**src/rtl/mul_share_arbiter_if.sv**
```systemverilog
// Handshake/result bundle between two requesters and the shared-multiplier arbiter.
// The master modport is the requester side; the slave modport is the arbiter.
interface mul_share_arbiter_if;
  logic       req0;
  logic [7:0] a0;
  logic [7:0] b0;
  logic       req1;
  logic [7:0] a1;
  logic [7:0] b1;
  logic       ack0;
  logic       ack1;
  logic       done0;
  logic       done1;
  logic [7:0] r;
  logic       ovf;
  logic       busy;
  logic       grant_id;

  modport master (
    output req0, a0, b0, req1, a1, b1,
    input  ack0, ack1, done0, done1, r, ovf, busy, grant_id
  );

  modport slave (
    input  req0, a0, b0, req1, a1, b1,
    output ack0, ack1, done0, done1, r, ovf, busy, grant_id
  );
endinterface

```
**src/rtl/mul_share_arbiter.sv**
```systemverilog
// Round-robin time-sharing of one combinational signed 8x8 multiplier between two
// requesters: latch the winner's operands, let them settle WAIT_CYCLES, then return the result.

module mul_signed (
  input  logic signed [7:0] i_a,
  input  logic signed [7:0] i_b,
  output logic        [7:0] o_r,
  output logic              o_ovf
);
  logic signed [15:0] w_a_ext;
  logic signed [15:0] w_b_ext;
  logic signed [15:0] w_full;

  assign w_a_ext = {{8{i_a[7]}}, i_a};
  assign w_b_ext = {{8{i_b[7]}}, i_b};
  assign w_full  = w_a_ext * w_b_ext;
  assign o_r     = w_full[7:0];
  // Product fits in 8 signed bits only if bits 15..7 are a pure sign extension.
  assign o_ovf   = (w_full[15:7] != {9{w_full[7]}});
endmodule

module mul_share_arbiter #(
  parameter int WAIT_CYCLES = 2
) (
  input  logic                 clk,
  input  logic                 rst_n,
  mul_share_arbiter_if.slave   bus
);
  localparam logic [3:0] LP_WAIT = 4'(WAIT_CYCLES);

  typedef enum logic [1:0] {S_IDLE, S_EXEC, S_DONE} state_t;

  state_t     r_state;
  state_t     w_state_next;
  logic       w_grant;
  logic       w_win;
  logic       w_capture;

  logic [7:0] r_op_a;
  logic [7:0] r_op_b;
  logic [3:0] r_cnt;
  logic       r_last_grant;
  logic       r_grant_id;
  logic [7:0] r_r;
  logic       r_ovf;
  logic       r_ack0;
  logic       r_ack1;
  logic       r_done0;
  logic       r_done1;
  logic [7:0] w_mul_r;
  logic       w_mul_ovf;

  always_ff @(posedge clk or negedge rst_n) begin
    if (!rst_n) r_state <= S_IDLE;
    else        r_state <= w_state_next;
  end

  // Requests are only looked at in IDLE; on a tie the one not served last wins.
  always_comb begin
    w_state_next = r_state;
    w_grant      = 1'b0;
    w_win        = 1'b0;
    w_capture    = 1'b0;
    case (r_state)
      S_IDLE: begin
        if (bus.req0 || bus.req1) begin
          w_grant      = 1'b1;
          w_win        = (bus.req0 && bus.req1) ? ~r_last_grant : bus.req1;
          w_state_next = S_EXEC;
        end
      end
      S_EXEC: begin
        if (r_cnt == 4'd1) begin
          w_capture    = 1'b1;
          w_state_next = S_DONE;
        end
      end
      S_DONE:  w_state_next = S_IDLE;
      default: w_state_next = S_IDLE;
    endcase
  end

  always_ff @(posedge clk or negedge rst_n) begin
    if (!rst_n) begin
      r_op_a       <= 8'd0;
      r_op_b       <= 8'd0;
      r_cnt        <= 4'd0;
      r_last_grant <= 1'b1;
      r_grant_id   <= 1'b0;
      r_r          <= 8'd0;
      r_ovf        <= 1'b0;
      r_ack0       <= 1'b0;
      r_ack1       <= 1'b0;
      r_done0      <= 1'b0;
      r_done1      <= 1'b0;
    end else begin
      r_ack0  <= w_grant & ~w_win;
      r_ack1  <= w_grant & w_win;
      r_done0 <= w_capture & ~r_grant_id;
      r_done1 <= w_capture & r_grant_id;
      if (w_grant) begin
        r_op_a       <= w_win ? bus.a1 : bus.a0;
        r_op_b       <= w_win ? bus.b1 : bus.b0;
        r_grant_id   <= w_win;
        r_last_grant <= w_win;
        r_cnt        <= LP_WAIT;
      end else if (r_state == S_EXEC) begin
        r_cnt <= r_cnt - 4'd1;
      end
      if (w_capture) begin
        r_r   <= w_mul_r;
        r_ovf <= w_mul_ovf;
      end
    end
  end

  mul_signed u_mul (
    .i_a   (r_op_a),
    .i_b   (r_op_b),
    .o_r   (w_mul_r),
    .o_ovf (w_mul_ovf)
  );

  assign bus.ack0     = r_ack0;
  assign bus.ack1     = r_ack1;
  assign bus.done0    = r_done0;
  assign bus.done1    = r_done1;
  assign bus.r        = r_r;
  assign bus.ovf      = r_ovf;
  assign bus.busy     = (r_state != S_IDLE);
  assign bus.grant_id = r_grant_id;
endmodule

```
**src/flat_wrapper.sv**
```systemverilog
// flat-port wrapper written by rule: the top's interface ports become plain ports
module mul_share_arbiter_flat 
#(
  parameter int WAIT_CYCLES = 2
)
  (clk, rst_n, bus_req0, bus_a0, bus_b0, bus_req1, bus_a1, bus_b1, bus_ack0, bus_ack1, bus_done0, bus_done1, bus_r, bus_ovf, bus_busy, bus_grant_id);
  mul_share_arbiter_if bus_i ();
  input  logic clk;
  input  logic rst_n;
  input wire logic [$bits(bus_i.req0)-1:0] bus_req0;
  input wire logic [$bits(bus_i.a0)-1:0] bus_a0;
  input wire logic [$bits(bus_i.b0)-1:0] bus_b0;
  input wire logic [$bits(bus_i.req1)-1:0] bus_req1;
  input wire logic [$bits(bus_i.a1)-1:0] bus_a1;
  input wire logic [$bits(bus_i.b1)-1:0] bus_b1;
  output wire logic [$bits(bus_i.ack0)-1:0] bus_ack0;
  output wire logic [$bits(bus_i.ack1)-1:0] bus_ack1;
  output wire logic [$bits(bus_i.done0)-1:0] bus_done0;
  output wire logic [$bits(bus_i.done1)-1:0] bus_done1;
  output wire logic [$bits(bus_i.r)-1:0] bus_r;
  output wire logic [$bits(bus_i.ovf)-1:0] bus_ovf;
  output wire logic [$bits(bus_i.busy)-1:0] bus_busy;
  output wire logic [$bits(bus_i.grant_id)-1:0] bus_grant_id;
  assign bus_i.req0 = bus_req0;
  assign bus_i.a0 = bus_a0;
  assign bus_i.b0 = bus_b0;
  assign bus_i.req1 = bus_req1;
  assign bus_i.a1 = bus_a1;
  assign bus_i.b1 = bus_b1;
  assign bus_ack0 = bus_i.ack0;
  assign bus_ack1 = bus_i.ack1;
  assign bus_done0 = bus_i.done0;
  assign bus_done1 = bus_i.done1;
  assign bus_r = bus_i.r;
  assign bus_ovf = bus_i.ovf;
  assign bus_busy = bus_i.busy;
  assign bus_grant_id = bus_i.grant_id;
  mul_share_arbiter #(.WAIT_CYCLES(WAIT_CYCLES)) u_core (.clk(clk), .rst_n(rst_n), .bus(bus_i));
endmodule
```
**config.mk**
```make
export PLATFORM = sky130hd
export DESIGN_NAME = mul_share_arbiter_flat
export DESIGN_NICKNAME = d
export VERILOG_FILES = /design/src/rtl/mul_share_arbiter_if.sv /design/src/rtl/mul_share_arbiter.sv /design/src/flat_wrapper.sv
export SDC_FILE = /design/constraint.sdc
export NUM_CORES = 1
export LEC_CHECK = 0
export CAP_MARGIN = 0
export CORE_ASPECT_RATIO = 0.9
export CORE_MARGIN = 1.5
export CORE_UTILIZATION = 45
export DETAILED_ROUTE_END_ITERATION = 8
export GPL_TIMING_DRIVEN = 0
export PLACE_DENSITY = 0.69
export SETUP_SLACK_MARGIN = 0.05
export SLEW_MARGIN = 10
export SYNTH_ARGS = -nofsm -noshare
export SYNTH_HDL_FRONTEND = slang
export SYNTH_SLANG_ARGS = --single-unit
```
**constraint.sdc**
```tcl
create_clock -name clk -period 5.24 [get_ports clk]
set_clock_uncertainty 0.05 [all_clocks]
set_input_delay 0.786 -clock clk [delete_from_list [all_inputs] [get_ports clk]]
set_output_delay 0.786 -clock clk [all_outputs]
set_load 0.005 [all_outputs]
```
After elaboration in Yosys (flattened, before gate mapping)
Index checks and enable logic that the tools add are counted.
{ "word_totals": {"ramBits": 0, "latch_bits": 0, "n_memories": 0, "romBits": 0, "ff_bits": 37} }
{ "op_classes": {"magnitude_cmp": 0, "div": 0, "n_mux": 14, "n_reduce_logical": 6, "n_eq_ne": 5, "shift": 0, "n_addsub": 1, "bitwise": 7, "n_mul": 1} }
{ "op_table": {"columns": ["cell", "n"], "rows": [
  ["$mul 8x8->16", 1],
  ["$mux 8", 2],
  ["$mux 4", 2],
  ["$ne 8x8->1", 1],
  ["$mux 1", 7],
  ["$and 1x1->1", 4],
  ["$eq 4x1->1 const B", 1],
  ["$mux 2", 2],
  ["$ne 2x1->1 const B", 2],
  ["$pmux 2 s2", 1],
  ["$reduce_bool 2->1", 2],
  ["$sub 4x1->4 const B", 1],
  ["$not 1->1", 3],
  ["$eq 2x1->1 const B", 1],
  ["$logic_not 2->1", 1],
  ["$reduce_and 2->1", 1],
  ["$logic_and 1x1->1", 1],
  ["$logic_or 1x1->1", 1]
]} }

Logic depth before layout (Yosys ltp)
Gate-level depths: netlist of the first run.
{ "depth": {"depth_word": 6, "mapped_depth": 18} }

Hierarchy
From an unflattened synthesis of the first run, not the netlist that was laid out.
{ "unflattened": {"hier_cells": 395, "area_unflattened_um2": 4022.6} }
{ "by_module_without_submodules": {"columns": ["module", "seq_area_each_um2", "n_inst", "cells_each", "area_per_inst_um2"], "rows": [
  ["mul_signed", 0.0, 1, 277, 2481.1],
  ["mul_share_arbiter", 927.1, 1, 118, 1541.5]
]} }

Worst setup path after synthesis of the first run
No wires, ideal clock.
{ "synth_timing": {"path_type": "register to register", "startpoint": "reg u_core.r_op_b[2]", "endpoint": "reg u_core.r_ovf (netlist: u_core.bus.ovf)", "setup_time_ns": 0.126, "stages_incl_launch_ff": 19, "setup_slack_ns": 0.372, "synth_period_minus_slack_ns": 4.868, "t_arrival_ns": 4.692, "path_buffers": 1, "path_cell_list": "dfrtp_1 clkbuf_1 and2_1 fa_1 inv_1 fa_1 inv_1 fa_1 inv_1 fa_1 inv_1 ha_1 nand3_1 a21o_1 a22oi_1 and3_1 a21oi_1 o221a_1 o32a_1"} }
{ "synth_via": {"elab_chain_cells": 2} }
{ "synth_lines": {"columns": ["element", "line_no", "text"], "rows": [
  ["start, declared", "mul_share_arbiter.sv:40", "logic [7:0] r_op_b;"],
  ["start signal, assigned", "mul_share_arbiter.sv:103", "r_op_b <= w_win ? bus.b1 : bus.b0;"],
  ["$mul 8x8->16", "mul_share_arbiter.sv:16", "assign w_full = w_a_ext * w_b_ext;"],
  ["$ne 8x8->1", "mul_share_arbiter.sv:19", "assign o_ovf = (w_full[15:7] != {9{w_full[7]}});"],
  ["end signal, assigned", "mul_share_arbiter.sv:112", "r_ovf <= w_mul_ovf;"],
  ["end, declared", "mul_share_arbiter.sv:45", "logic r_ovf;"]
]} }
No other way between the ends.
A chain may end at the register's enable or synchronous reset.

Final worst setup path of the first run
Same ends and word-level chain as after synthesis.

==> run summary, run 1 <==
Starting density of the core = 46.80%
Initial antenna violation count = 0
Fin util = 55.75%
Cell row count = 32
Final wirelength = 8.471 mm
Unique masters post-synth = 42
Filler instances = 794
Max Fanout on Critical Path = 9
Fin crit period = 4.932 ns
Fin. max-slew vios = 0
Post-Synthesis Cell Area = 4066 um2
Drt wl/cell = 13.93 um
CP dominant cell by count = inv_1
Post-synth EDFFs = 0
Slew @ Worst Pin = 0.5410 ns
Layout cell share with drive strength beyond 1 = 6.135%
Num CTS Buffers = 5
Startpoint types = register
Achievable frequency = 202.8 MHz
CP max-delay cell = fa_2
Synth Warn # = 0
Vias = 3146
Outcome = complete, no violations
Number of H-tree levels = 2
First-pass detailed-route iteration total = 7
Final Hold Viols = 0
Worst hold path class = in2async
Max-Slew Margin vs Limit = 63.80%
Gr ovfl total = 0
Drt via density = 5.174
Synth area leaders = fa_1 27%, dfrtp_1 22%, ha_1 9.5%
Cells after synthesis = 434
Total track usage = 19.29%
Vias in the first global route = 3156
Worst Path Required = 5.36 ns
Max cap viols = 0
CP max stage delay = 0.56 ns
Cell Count, Final, Fillers Out = 608
Top FF cell, synth = dfrtp_1
Port-buffer cells = 50
Crit path DAT = 5.06 ns
Clock Sinks = 37
Detailed Route Iter0 Violations = 187
# hold bufs at CTS = 0
Clk_lat worst skew = 0.29 ns
Post-Place Cells = 604
Io pins = 51
Final net count = 610
Worst hold slack = 0.2877 ns
CTS clk-pin slew, worst paths = 0.08 ns
Pin count of the biggest net entering global routing = 32
Area share of the largest cell type after synthesis = 27.08%
RSZ-0062 raised after global routing = no
Die Y-Extent = 93.18 um
Final period utilization = 94.11%
Area delta synth->final = 19.11%
Clk buf depth = 2
DP HPWL = 6.987 mm
Antenna Nets Post-Route = 0
CTS tree = done
Placeable Area = 8688 um2
Seq/Total Area, Yosys = 22.80%
Critical path cell sequence = and2_2 > fa_2 > inv_1 > fa_1 > inv_1 > fa_1 > inv_1 > fa_1 > inv_1 > ha_2 > nand3_1 > a21o_1 > o21a_2 > xnor2_2 > a21oi_1 > o221a_1 > o32a_1
DRC viols = 0
First-pass GRT wire length = 14.64 mm
Crit path kind = reg2reg
Dpl ws = -0.07775 ns
FF+latch count, synth = 37
Async S/R FF share, synth = 100.0%
Root Buffer Master = clkbuf_8
Setup slack after layout = 0.3085 ns
Full die area = 9616 um2
Final GP Congestion = 0.8474
Total area of sequential cells = 932.1 um2
Leading area contributor after synthesis = fa_1
Multi-input gate area = 2745 um2
CP endpoint kind = register
Syn Nets = 556
Syn avg cell area = 9.370 um2
Final setup violation count = 0
Antenna cells = 0
Setup crit start = u_core.r_op_b[2]$_DFFE_PN0P_
Reg-to-Reg Start = u_core.r_op_b[2]$_DFFE_PN0P_
Die span in x = 103.2 um
[metrics by stage]
stage          cell area, um2  TNS [ns]
2_1_floorplan            4066         0
3_3_place_gp             4716  -0.06484
3_5_place_dp             4731  -0.07775
4_1_cts                  4832         0
5_1_grt                  4843         0
6_report                 4843         0
[critical path: cells and delay by family (launching register included)]
kind | cells | cell delay [ns]
flops | 1 | 0.50
compound gates | 5 | 1.04
simple gates | 2 | 0.33
xor+xnor | 1 | 0.15
buf+inv | 4 | 0.24
fa+ha+maj | 5 | 2.49
[cells in the final DEF, fill, tap and decap left out, types with 2 or more instances in the layout]
cell type / instances
a21oi_1: 8
a211oi_2: 2
clkbuf_8: 6
o21ai_0: 7
a222oi_1: 16
xnor2_1: 16
ha_1: 30
nand3_1: 4
o21bai_1: 3
dfrtp_2: 4
a21boi_1: 2
clkdlybuf4s50_1: 49
o21ai_1: 6
and2_1: 26
and3_1: 4
buf_4: 4
clkbuf_1: 7
nor2_1: 7
fa_1: 54
nor3_1: 5
nor3b_1: 2
dfrtp_1: 32
nand2_1: 60
a31oi_1: 2
inv_1: 91
nand2b_1: 8
a21o_1: 7
[cells in the mapped netlist, types with 8 or more instances]
cell type,n
inv_1,91
xnor2_1,16
dfrtp_1,36
and2_1,27
clkbuf_1,15
nand2b_1,8
a222oi_1,16
a21oi_1,8
ha_1,31
nand2_1,60
fa_1,55
[layout make-up]
cell class	count	share of cell area, %
repair buffers	55	11.26
clock inverters	2	0.2842
clock buffers	6	1.705
plain buffers	8	0.6200
flip-flops and latches	37	19.25
well taps	119	3.074
multi-input cells	289	56.68
inverters	92	7.130
[sequential cells by signal (all words and copies together), names as in the netlist]
signal,count
u_core.bus.ovf,1
u_core.r_last_grant,1
u_core.bus.ack0,1
u_core.r_state,2
u_core.r_cnt,4
u_core.r_op_a,8
u_core.bus.done1,1
u_core.bus.done0,1
u_core.bus.ack1,1
u_core.bus.r,8
u_core.bus.grant_id,1
u_core.r_op_b,8
[cells by family (layout without fill, tap and decap cells)]
group,count (synthesis),in the layout,share of synthesized area (%)
buf+inv,108,163,9.969
flops,37,37,22.80
xor+xnor,18,18,4.062
simple gates,120,120,14.37
fa+ha+maj,86,86,36.62
compound gates,65,65,12.18
[final timing paths]
kind	to	slack (ns)	cells after the start
hold / removal	u_core.bus.r[5]$_DFFE_PN0P_	0.29	1
min in group clk	u_core.bus.r[3]$_DFFE_PN0P_	0.43	2
hold reg to reg	u_core.bus.r[3]$_DFFE_PN0P_	0.43	2
setup / recovery	u_core.bus.ovf$_DFFE_PN0P_	0.31	17
setup reg to reg	u_core.bus.ovf$_DFFE_PN0P_	0.31	17
max in group asynchronous	u_core.r_last_grant$_DFFE_PN1P_	4.37	2
[routing by layer]
layer / up-vias / share of wire [%] / track usage, %
met3: 8 / 3.3 / 1.868
met4: 0 / 1.0 / 4.167
met2: 69 / 50 / 32.68
met1: 1581 / 45 / 26.86
li1: 1488 / - / -
met5: - / 0 / 0
[timing repair]
action                                  4_1_cts  5_1_grt
gates resized for setup                       3        5
pin swaps                                     0        1
setup buffers                                 0        4
endpoints found under the setup margin        1        1
hold endpoints to repair                      0        0
Power of run 1 is left out: the tool's default activity adds up to more than one toggle a clock period on the data nets, which glitch-free logic cannot reach.
==> inputs of run 2 (changes only) <==
--- a/config.mk
+++ b/config.mk
@@ -13,6 +13,7 @@
 export GPL_TIMING_DRIVEN = 0
 export PLACE_DENSITY = 0.69
 export SETUP_SLACK_MARGIN = 0.05
+export SKIP_CTS_REPAIR_TIMING = 1
 export SLEW_MARGIN = 10
 export SYNTH_ARGS = -nofsm -noshare
 export SYNTH_HDL_FRONTEND = slang
==> run 2 against run 1 <==
Wire length rose by 0.20%. Non-clock buffer count did not move. Cell area did not move. Worst hold slack barely moved. Fmax fell by 0.17%. Critical path type unchanged. Worst setup slack got worse by 0.0082 ns. Critical path depth did not move. Clock-buffer cell count did not move. Register-to-register slack barely moved.
==> run summary, run 2 (synthesized netlist as in run 1, its figures left out) <==
Outcome = complete, no violations
Filler instances = 794
Flop2flop setup slack = 0.30 ns
Fin util = 55.75%
Num CTS Buffers = 5
Slew @ Worst Pin = 0.5413 ns
Fin. max-slew vios = 0
Most frequent cells in the layout = 91 x inv_1, 60 x nand2_1, 54 x fa_1
Cell row count = 32
DP HPWL = 6.987 mm
Antenna Nets Post-Route = 0
Setup crit start = u_core.r_op_b[2]$_DFFE_PN0P_
CTS tree = done
Fin crit period = 4.940 ns
Crit path kind = reg2reg
First-pass detailed-route iteration total = 4
Total track usage = 19.24%
CP dominant cell by count = inv_1
Layout cell share with drive strength beyond 1 = 6.135%
Worst hold path class = in2async
Final GP Congestion = 0.8474
Final setup violation count = 0
Final period utilization = 94.27%
Die span in x = 103.2 um
Antenna cells = 0
Max Fanout on Critical Path = 9
CP max-delay cell = fa_2
Crit path DAT = 5.06 ns
Max-Slew Margin vs Limit = 63.78%
CTS clk-pin slew, worst paths = 0.08 ns
Final net count = 610
DRC viols = 0
Detailed Route Iter0 Violations = 165
Io pins = 51
Most common cell after layout, fill and taps aside = inv_1
CP endpoint kind = register
Clk buf depth = 2
Startpoint types = register
Die Y-Extent = 93.18 um
CP max stage delay = 0.56 ns
Final Hold Viols = 0
Max cap viols = 0
Clk_lat worst skew = 0.29 ns
Starting density of the core = 46.80%
Area delta synth->final = 19.11%
Port-buffer cells = 50
Vias = 3129
First-pass GRT wire length = 14.61 mm
Vias in the first global route = 3148
Drt via density = 5.146
Full die area = 9616 um2
Achievable frequency = 202.4 MHz
CP top delay family = adder cells
Critical path cell sequence = and2_2 > fa_2 > inv_1 > fa_1 > inv_1 > fa_1 > inv_1 > fa_1 > inv_1 > ha_2 > nand3_1 > a21o_1 > o21a_2 > xnor2_2 > a21oi_1 > o221a_1 > o32a_1
Drt wl/cell = 13.96 um
RSZ-0062 raised after global routing = no
Pin count of the biggest net entering global routing = 32
Placeable Area = 8688 um2
Clock Sinks = 37
Reg-to-Reg Start = u_core.r_op_b[2]$_DFFE_PN0P_
Gr ovfl total = 0
Root Buffer Master = clkbuf_8
WP buf/inv = 4
Final wirelength = 8.488 mm
Number of H-tree levels = 2
Worst Path Required = 5.36 ns
Initial antenna violation count = 0
-- run 2: per-layer routing --
layer / vias to the layer above / wire, um / GRT usage (%)
met5: - / 0 / 0
met4: 0 / 77 / 4.167
met3: 7 / 285 / 2.093
met2: 55 / 4291 / 32.68
met1: 1579 / 3835 / 26.57
li1: 1488 / - / -
-- run 2: worst reg2reg max path: stages, from the launching register on --
cell     delay [ns]
dfrtp_2        0.49
and2_2         0.24
fa_2           0.56
inv_1          0.09
fa_1           0.54
inv_1          0.05
fa_1           0.50
inv_1          0.06
fa_1           0.54
inv_1          0.04
ha_2           0.36
nand3_1        0.09
a21o_1         0.18
o21a_2         0.23
xnor2_2        0.16
a21oi_1        0.09
o221a_1        0.26
o32a_1         0.29
-- run 2: path summary, 6_finish.rpt --
check,depth (start not counted),to
worst max-delay path,17,u_core.bus.ovf$_DFFE_PN0P_
worst min-delay path,1,u_core.bus.r[5]$_DFFE_PN0P_
worst max register to register,17,u_core.bus.ovf$_DFFE_PN0P_
worst min register to register,2,u_core.bus.r[3]$_DFFE_PN0P_
max in group asynchronous,2,u_core.r_last_grant$_DFFE_PN1P_
min in group clk,2,u_core.bus.r[3]$_DFFE_PN0P_
-- run 2: layout make-up --
class / instances / area (um2) / share of cell area, %
plain buffers: 8 / 30.03 / 0.6200
clock buffers: 6 / 82.58 / 1.705
clock inverters: 2 / 13.76 / 0.2842
inverters: 92 / 345.3 / 7.130
multi-input cells: 289 / 2745 / 56.68
flip-flops and latches: 37 / 932.1 / 19.25
well taps: 119 / 148.9 / 3.074
repair buffers: 55 / 545.5 / 11.26
-- run 2: metrics by stage --
stage	setup TNS [ns]	area (um2)	setup slack, ns	std cells	hold WS (ns)
final	0	4843	0.3003	608	0.2872
after global routing	0	4843	0.05002	608	0.2922
after CTS	-0.1368	4827	-0.1368	612	0.2861
after detailed placement	-0.07775	4731	-0.07775	604	0.4153
after global placement	-0.06484	4716	-0.06484	603	0.4080
after floorplan	0	4066	0.3717	434	0.4128
Power of run 2 is left out for the same reason.
==> inputs of run 3 (changes only) <==
--- a/config.mk
+++ b/config.mk
@@ -8,10 +8,10 @@
 export CAP_MARGIN = 0
 export CORE_ASPECT_RATIO = 0.9
 export CORE_MARGIN = 1.5
-export CORE_UTILIZATION = 45
+export CORE_UTILIZATION = 50
 export DETAILED_ROUTE_END_ITERATION = 8
 export GPL_TIMING_DRIVEN = 0
-export PLACE_DENSITY = 0.69
+export PLACE_DENSITY = 0.76
 export SETUP_SLACK_MARGIN = 0.05
 export SKIP_CTS_REPAIR_TIMING = 1
 export SLEW_MARGIN = 10
==> run 3 against run 2 <==
Worst setup slack gained 0.028 ns. Non-clock buffer count is the same. Clock-buffer cell count shrank 1. Via count shrank 0.29%. Cell count shrank 3.3%. Register-to-register slack gained 0.03 ns. First-iteration DRC count grew 18%. Wire length shrank 3.8%. Fmax grew 0.57%. Critical path type unchanged.
==> run summary, run 3 (synthesized netlist as in run 1, its figures left out) <==
Outcome = complete, no violations
Drt wl/cell = 13.89 um
Slew @ Worst Pin = 0.7956 ns
Final net count = 610
Setup crit start = u_core.r_op_b[4]$_DFFE_PN0P_
Pin count of the biggest net entering global routing = 38
Area delta synth->final = 17.51%
Post-Place Cells = 583
Cell Count, Final, Fillers Out = 588
Num CTS Buffers = 5
Hold Startpoint = u_core.bus.r[4]$_DFFE_PN0P_
Vias in the first global route = 3128
Final GP Congestion = 0.8362
Die Y-Extent = 88.56 um
Full die area = 8684 um2
Initial antenna violation count = 0
Io pins = 51
RSZ-0062 raised after global routing = no
Final setup violation count = 0
Worst Path Required = 5.36 ns
CTS clk-pin slew, worst paths = 0.07 ns
DP HPWL = 6.753 mm
Antenna cells = 0
Die span in x = 98.06 um
Fin crit period = 4.912 ns
Final wirelength = 8.168 mm
Fin util = 60.09%
Most common cell after layout, fill and taps aside = inv_1
Startpoint types = register
CTS tree = done
Max Fanout on Critical Path = 9
Reg-to-Reg Start = u_core.r_op_b[4]$_DFFE_PN0P_
Placeable Area = 7951 um2
Clk buf depth = 2
Drt via density = 5.306
Number of H-tree levels = 2
Achievable frequency = 203.6 MHz
Final period utilization = 93.74%
Crit path DAT = 5.03 ns
Clock Sinks = 37
Fin. max-slew vios = 0
Detailed Route Iter0 Violations = 194
Gr ovfl total = 0
Worst hold path class = reg2reg
Most frequent cells in the layout = 91 x inv_1, 60 x nand2_1, 54 x fa_1
Total track usage = 20.41%
First-pass detailed-route iteration total = 6
Crit path kind = reg2reg
Clk_lat worst skew = 0.29 ns
Cell row count = 31
Port-buffer cells = 50
Max cap viols = 0
Vias = 3120
First-pass GRT wire length = 14.19 mm
DRC viols = 0
CP endpoint kind = register
Final Hold Viols = 0
Root Buffer Master = clkbuf_8
Starting density of the core = 51.14%
Layout cell share with drive strength beyond 1 = 4.908%
Antenna Nets Post-Route = 0
Max-Slew Margin vs Limit = 46.96%
run 3: changes by cell type in the layout (fill, tap and decap cells not counted), sizes merged:
cell and change:
clkinvlp +1, buf -4, clkbuf +3
run 3: per-stage QoR:
step	TNS (ns)	instance area (um2)	setup slack (ns)	hold slack, ns
2_1_floorplan	0	4066	0.3717	0.4128
3_3_place_gp	0	4691	0.005421	0.4044
3_5_place_dp	-0.05850	4686	-0.05850	0.4170
4_1_cts	-0.08646	4772	-0.08646	0.4367
5_1_grt	0	4778	0.08208	0.4793
6_report	0	4778	0.3281	0.4311
run 3: area by class of cell:
cell class                 instances  area, um2
sequential                        37      929.6
buffer                            12      45.04
inverter                          92      345.3
tap                               99      123.9
fill                             664       3173
clock buffer                       5      68.82
clock inverter                     3      17.52
timing repair buffer              51      503.0
multi-input combinational        289       2745
run 3: critical path, cell delays in order, from the launching register on:
cell     delay, ns
dfrtp_1       0.49
and2_1        0.22
fa_2          0.57
inv_1         0.08
fa_1          0.53
inv_1         0.05
fa_1          0.50
inv_1         0.05
fa_1          0.55
inv_1         0.05
ha_2          0.36
nand3_1       0.09
a21o_1        0.20
a22oi_2       0.25
and3_1        0.19
a21oi_1       0.04
o221a_1       0.24
o32a_1        0.28
run 3: layer usage:
metal | vias to the layer above | track usage, % | share of wire, %
li1 | 1500 | - | -
met1 | 1513 | 27.21 | 47
met2 | 102 | 36.43 | 48
met3 | 5 | 2.765 | 5.0
met4 | 0 | 3.896 | 0.47
met5 | - | 0 | 0
run 3: path summary, 6_finish.rpt:
path | end | slack, ns | cells past startpoint
max | u_core.bus.ovf$_DFFE_PN0P_ | 0.33 | 17
min reg2reg | u_core.bus.r[4]$_DFFE_PN0P_ | 0.43 | 2
max in group asynchronous | u_core.r_op_b[3]$_DFFE_PN0P_ | 4.06 | 1
min | u_core.bus.r[4]$_DFFE_PN0P_ | 0.43 | 2
max reg2reg | u_core.bus.ovf$_DFFE_PN0P_ | 0.33 | 17
min in group asynchronous | u_core.bus.done1$_DFF_PN0_ | 0.52 | 1
Power of run 3 is left out for the same reason.
